<file path="config.mk">
export PLATFORM = sky130hd
export DESIGN_NAME = instruction_fetch
export DESIGN_NICKNAME = d
export VERILOG_FILES = /design/src/rtl/instruction_fetch.sv
export SDC_FILE = /design/constraint.sdc
export NUM_CORES = 1
export LEC_CHECK = 0
export CELL_PAD_IN_SITES_DETAIL_PLACEMENT = 0
export CELL_PAD_IN_SITES_GLOBAL_PLACEMENT = 1
export CORE_MARGIN = 8
export CORE_UTILIZATION = 40
export DETAILED_ROUTE_END_ITERATION = 6
export GPL_ROUTABILITY_DRIVEN = 0
export PLACE_DENSITY = 0.82
export SYNTH_ARGS = -nofsm -noshare
export SYNTH_HDL_FRONTEND = slang
export SYNTH_SLANG_ARGS = --single-unit
</file>
<file path="constraint.sdc">
create_clock -name clk -period 2.4 [get_ports clk]
set_clock_uncertainty 0.05 [all_clocks]
set_input_delay 0.6 -clock clk [delete_from_list [all_inputs] [get_ports clk]]
set_output_delay 0.6 -clock clk [all_outputs]
set_load 0.02 [all_outputs]
</file>
<file path="src/rtl/instruction_fetch.sv">
// Instruction fetch stage: owns the fetch PC, keeps one memory request in flight,
// buffers one returned instruction and feeds the IF/ID register with redirect handling.
package instruction_fetch_pkg;
  localparam int unsigned XLEN = 32;

  typedef struct packed {
    logic [XLEN-1:0] pc;
    logic [XLEN-1:0] pc_inc;
    logic [XLEN-1:0] instr;
  } if_id_inf_t;
endpackage

module instruction_fetch
  import instruction_fetch_pkg::*;
#(
  parameter logic [XLEN-1:0] RESET_PC  = 32'h0000_0000,
  parameter logic [XLEN-1:0] NOP_INSTR = 32'h0000_0013
) (
  input  logic            clk,
  input  logic            rst,
  input  logic            stall,
  input  logic            redirect,
  input  logic [XLEN-1:0] redirect_pc,
  output logic            imem_req_valid,
  output logic [XLEN-1:0] imem_req_addr,
  input  logic            imem_req_ready,
  input  logic            imem_rsp_valid,
  input  logic [XLEN-1:0] imem_rsp_data,
  output if_id_inf_t      if_id_inf
);

  localparam if_id_inf_t BUBBLE = '{pc: '0, pc_inc: '0, instr: NOP_INSTR};
  localparam logic [XLEN-1:0] PC_STEP = XLEN'(4);
  localparam logic [XLEN-1:0] ALIGN_MASK = ~XLEN'(3);

  typedef enum logic {S_REQ, S_WAIT} state_t;

  state_t          state, state_n;
  logic [XLEN-1:0] fetch_pc, fetch_pc_n;
  logic [XLEN-1:0] req_pc, req_pc_n;
  if_id_inf_t      hb, hb_n;
  if_id_inf_t      if_id_n;
  logic            hb_valid, hb_valid_n;
  logic            discard, discard_n;
  logic            req_fire;
  logic [XLEN-1:0] redirect_target;

  // A new request is only useful if the holding buffer can drain; gated off during reset.
  assign imem_req_valid  = rst && (state == S_REQ) && (!hb_valid || !stall);
  assign imem_req_addr   = fetch_pc;
  assign req_fire        = imem_req_valid && imem_req_ready;
  assign redirect_target = redirect_pc & ALIGN_MASK;

  // Next-state, buffer and IF/ID register update; redirect is applied last so it wins.
  always_comb begin
    state_n    = state;
    fetch_pc_n = fetch_pc;
    req_pc_n   = req_pc;
    hb_n       = hb;
    hb_valid_n = hb_valid;
    discard_n  = discard;
    if_id_n    = if_id_inf;

    if (!stall) begin
      if_id_n    = hb_valid ? hb : BUBBLE;
      hb_valid_n = 1'b0;
    end

    case (state)
      S_REQ: begin
        if (req_fire) begin
          req_pc_n = fetch_pc;
          state_n  = S_WAIT;
        end
      end
      S_WAIT: begin
        if (imem_rsp_valid) begin
          state_n = S_REQ;
          if (discard) begin
            discard_n = 1'b0;
          end else begin
            hb_n       = '{pc: req_pc, pc_inc: req_pc + PC_STEP, instr: imem_rsp_data};
            hb_valid_n = 1'b1;
            fetch_pc_n = req_pc + PC_STEP;
          end
        end
      end
      default: state_n = S_REQ;
    endcase

    // Exactly one stale response may be outstanding; discard tracks it.
    if (redirect) begin
      fetch_pc_n = redirect_target;
      hb_valid_n = 1'b0;
      if_id_n    = BUBBLE;
      if (state == S_WAIT) begin
        if (imem_rsp_valid) begin
          state_n   = S_REQ;
          discard_n = 1'b0;
        end else begin
          state_n   = S_WAIT;
          discard_n = 1'b1;
        end
      end else if (req_fire) begin
        state_n   = S_WAIT;
        discard_n = 1'b1;
      end else begin
        state_n = S_REQ;
      end
    end
  end

  always_ff @(posedge clk or negedge rst) begin
    if (!rst) begin
      state     <= S_REQ;
      fetch_pc  <= RESET_PC;
      req_pc    <= '0;
      hb        <= BUBBLE;
      hb_valid  <= 1'b0;
      discard   <= 1'b0;
      if_id_inf <= BUBBLE;
    end else begin
      state     <= state_n;
      fetch_pc  <= fetch_pc_n;
      req_pc    <= req_pc_n;
      hb        <= hb_n;
      hb_valid  <= hb_valid_n;
      discard   <= discard_n;
      if_id_inf <= if_id_n;
    end
  end

endmodule

</file>
==> metrics.md <==
| Metric | Value |
|---|---|
| CTS Buf Count | `28` |
| Post-layout nets | `1,165` |
| Cell area after layout | `0.0136 mm^2` |
| Routed Antenna Nets | `0` |
| Die Wd | `175 um` |
| Net Count, Synth | `975` |
| Cells along the critical path | `clkdlybuf4s50_1` |
| Number of buffers and inverters on the critical path | `1` |
| Hold Crit Class | `in -> async` |
| Post-synthesis sequential area ratio | `63.3%` |
| First-pass iteration count of the detailed router | `5` |
| LEAKAGE | `6.31 nW` |
| Clock-pin slew on the worst setup and hold paths | `60 ps` |
| Layout cells sized above 1 | `12.0%` |
| Net Sw Frac | `27.4%` |
| Synth Area in Compound Gates | `12.9%` |
| Seq pwr share | `47.2%` |
| Global-route wire length before repair | `44,200 um` |
| Die area | `0.0306 mm^2` |
| Clk pwr share | `37.6%` |
| Max Slew Vio Count | `0` |
| Clk_lat worst skew | `530 ps` |
| Largest family of logic cells by synthesized area | `simple AND/OR/NAND/NOR gates` |
| Post-synth EDFFs | `0` |
| Internal power | `0.00923 W` |
| Global router's overall resource usage | `17.7%` |
| Fin. Hold Viols | `0` |
| WL/cell | `18.7 um` |
| Period utilization | `97.2%` |
| Placed cell area | `0.0126 mm^2` |
| Vias in the first global route | `7,687` |
| Initial antenna violation count | `3` |
| # DRC | `0` |
| NetSw | `0.00348 W` |
| Peak supply drop | `0.514 mV` |
| Num Clock Sinks | `255` |
| Synth Area in Adders | `0.124%` |
| Post-synth top flop | `dfrtp_1` |
| Post-synth ARST share | `100%` |
| Arrival time at the worst endpoint | `1680 ps` |
| Core Box Area | `0.0250 mm^2` |
| Pin count of the biggest net entering global routing | `148` |
| Critical Path Fanout Max | `2` |
| Simple-gate share of the synthesized area | `15.1%` |
| Multiplexer share of the synthesized area | `3.77%` |
| CTS tree | `yes` |
| Top delay family on crit path | `buffers and inverters` |
| Kind of critical path | `reg -> out` |
| Pwr Total | `0.0127 W` |
| CP Launch Type | `flop` |
| Avg Cell Area, Syn | `11.2 um^2` |
| Yosys cell types | `48` |
| DP HPWL | `17,800 um` |
| # H-tree levels | `1` |
| CP endpoint kind | `primary output` |
| Worst Tran Pin Value | `869 ps` |
| Vias per cell | `5.13` |
| RSZ-0062 raised after global routing | `no` |
| Ys Warns | `0` |
| Final WL | `27,100 um` |
| Biggest area consumer among synthesized cells | `dfrtp_1` |
| Critical path data required time | `1750 ps` |
| Max Buffers Root-to-Sink | `3` |
| DR iter-0 viols | `703` |
| Synth area leaders | `dfrtp_1 (62%), nand2_1 (9.3%), a22o_1 (7.9%)` |
| Site row count | `58` |
| Maxcap violations | `0` |
| IO buf count | `196` |
| Peak Freq | `428 MHz` |
| GRT overflow | `0` |
| Power Dens Cells | `933 mW/mm^2` |
| Gate power share | `15.1%` |
| CP max stage cell | `clkdlybuf4s50_1` |
| Top cell type's share of synthesized area | `61.7%` |
| Endpoints failing setup | `0` |
| Status | `finished, final reports clean` |
| Syn-to-layout area delta | `35.0%` |
| Vias | `7,429` |
| Starting density of the core | `40.4%` |
| Die Y | `175 um` |
| Post-Syn Area | `0.0101 mm^2` |
| Filler instances | `2,194` |
| Synth Register Bits | `255` |
| Cells after Synth | `904` |
| Crit-path max cell delay | `620 ps` |
| Worst slew margin | `42.0%` |
| Final Critical Period | `2330 ps` |
| Post-synthesis xor/xnor area fraction | `2.08%` |
| Number of I/O pins | `199` |
| Root buf cell | `clkbuf_16` |
| Min Hold Slack | `109 ps` |
==> path summary, 6_finish.rpt <==
kind	start	endpoint	slack, ps	cells after the start
max	if_id_inf[1]	if_id_inf[1]	70	1
min	rst	if_id_inf[10]	110	2
max reg2reg	req_pc[3]	imem_req_addr[24]	190	6
min reg2reg	hb[1]	hb[1]	410	2
max in group asynchronous	rst	hb[36]	970	3
min in group clk	redirect	hb_valid	320	2
==> final cells by class <==
type                            count  area [um^2]  area share (%)
Clock inverter                     15          230            1.69
Inverter                            3         11.3          0.0826
Tap cell                          330          413            3.03
Timing Repair Buffer              226         2300            16.9
Antenna cell                        2         5.00          0.0367
Sequential cell                   255         6390            46.9
Multi-Input combinational cell    580         3450            25.3
Clock buffer                       37          826            6.06
==> metal layers <==
metal | share of wire, % | vias up | routed length, um | global-route usage, %
li1 | - | 3508 | - | -
met1 | 47 | 3652 | 12700 | 25.2
met2 | 44 | 234 | 11900 | 26.5
met3 | 7.6 | 33 | 2060 | 4.51
met4 | 1.7 | 2 | 468 | 4.49
met5 | 0.037 | - | 10 | 0
==> timing repair <==
item | CTS | global route
endpoints found under the setup margin | 1 | 1
hold buffers | 0 | 0
resized for setup | 1 | 1
setup buffers | 0 | 0
==> sequential cells by signal, summed over array words and instances (netlist names) <==
register       cells
discard            1
state              1
imem_req_addr     32
hb                94
hb_valid           1
req_pc            32
if_id_inf         94
==> power by group through the flow <==
stage	sequential (W)	combinational, W	clock, W
final	0.00600	0.00193	0.00478
after global routing	0.00615	0.00219	0.00508
after global placement	0.00604	0.00188	0
after floorplan	0.00594	0.00118	0
after CTS	0.00601	0.00196	0.00488
after detailed placement	0.00608	0.00193	0
==> logic make-up after synthesis <==
logic type,Yosys count
fa+ha+maj,1
compound gates,168
mux,34
flops,255
xor+xnor,24
buf+inv,69
simple gates,353
==> cell usage after synthesis, types with 2 or more instances <==
cell type,n
a211oi_1,3
a21o_1,7
a21oi_1,19
a22o_1,91
a31oi_1,2
and3_1,6
and4_1,3
buf_1,10
buf_2,4
buf_4,2
clkbuf_1,47
clkbuf_2,3
dfrtp_1,249
dfstp_2,6
inv_1,3
mux2_2,32
mux2i_1,2
nand2_1,251
nand3_1,10
nand4_1,9
nor2_1,47
nor3_1,3
nor3b_1,6
nor4_1,3
nor4_4,2
o21a_1,2
o21ai_0,20
o221ai_1,12
o22a_1,3
o31ai_1,6
or2_2,2
xnor2_1,5
xor2_1,19
==> through the flow <==
stage                     setup WS [ps]  TNS (ps)  cells  util [%]
after detailed placement           -157      -157   1394      50.3
after global placement             -147      -147   1394      50.3
after CTS                          13.7         0   1446      54.6
after floorplan                     553         0    904         -
after global routing               24.1         0   1448      54.6
final                              66.1         0   1448      54.6
==> layout by cell type (no fill, tap or decap), types with 9 or more instances in the layout <==
master,count
nand3_1,10
nand4_1,9
a22o_1,91
clkbuf_16,29
clkdlybuf4s50_1,192
mux2_2,32
buf_12,9
nor2_1,46
o221ai_1,12
nand2_1,250
xor2_1,19
dfrtp_1,249
buf_4,21
o21ai_0,20
a21oi_1,19
Power figures use the tool's default switching activity.
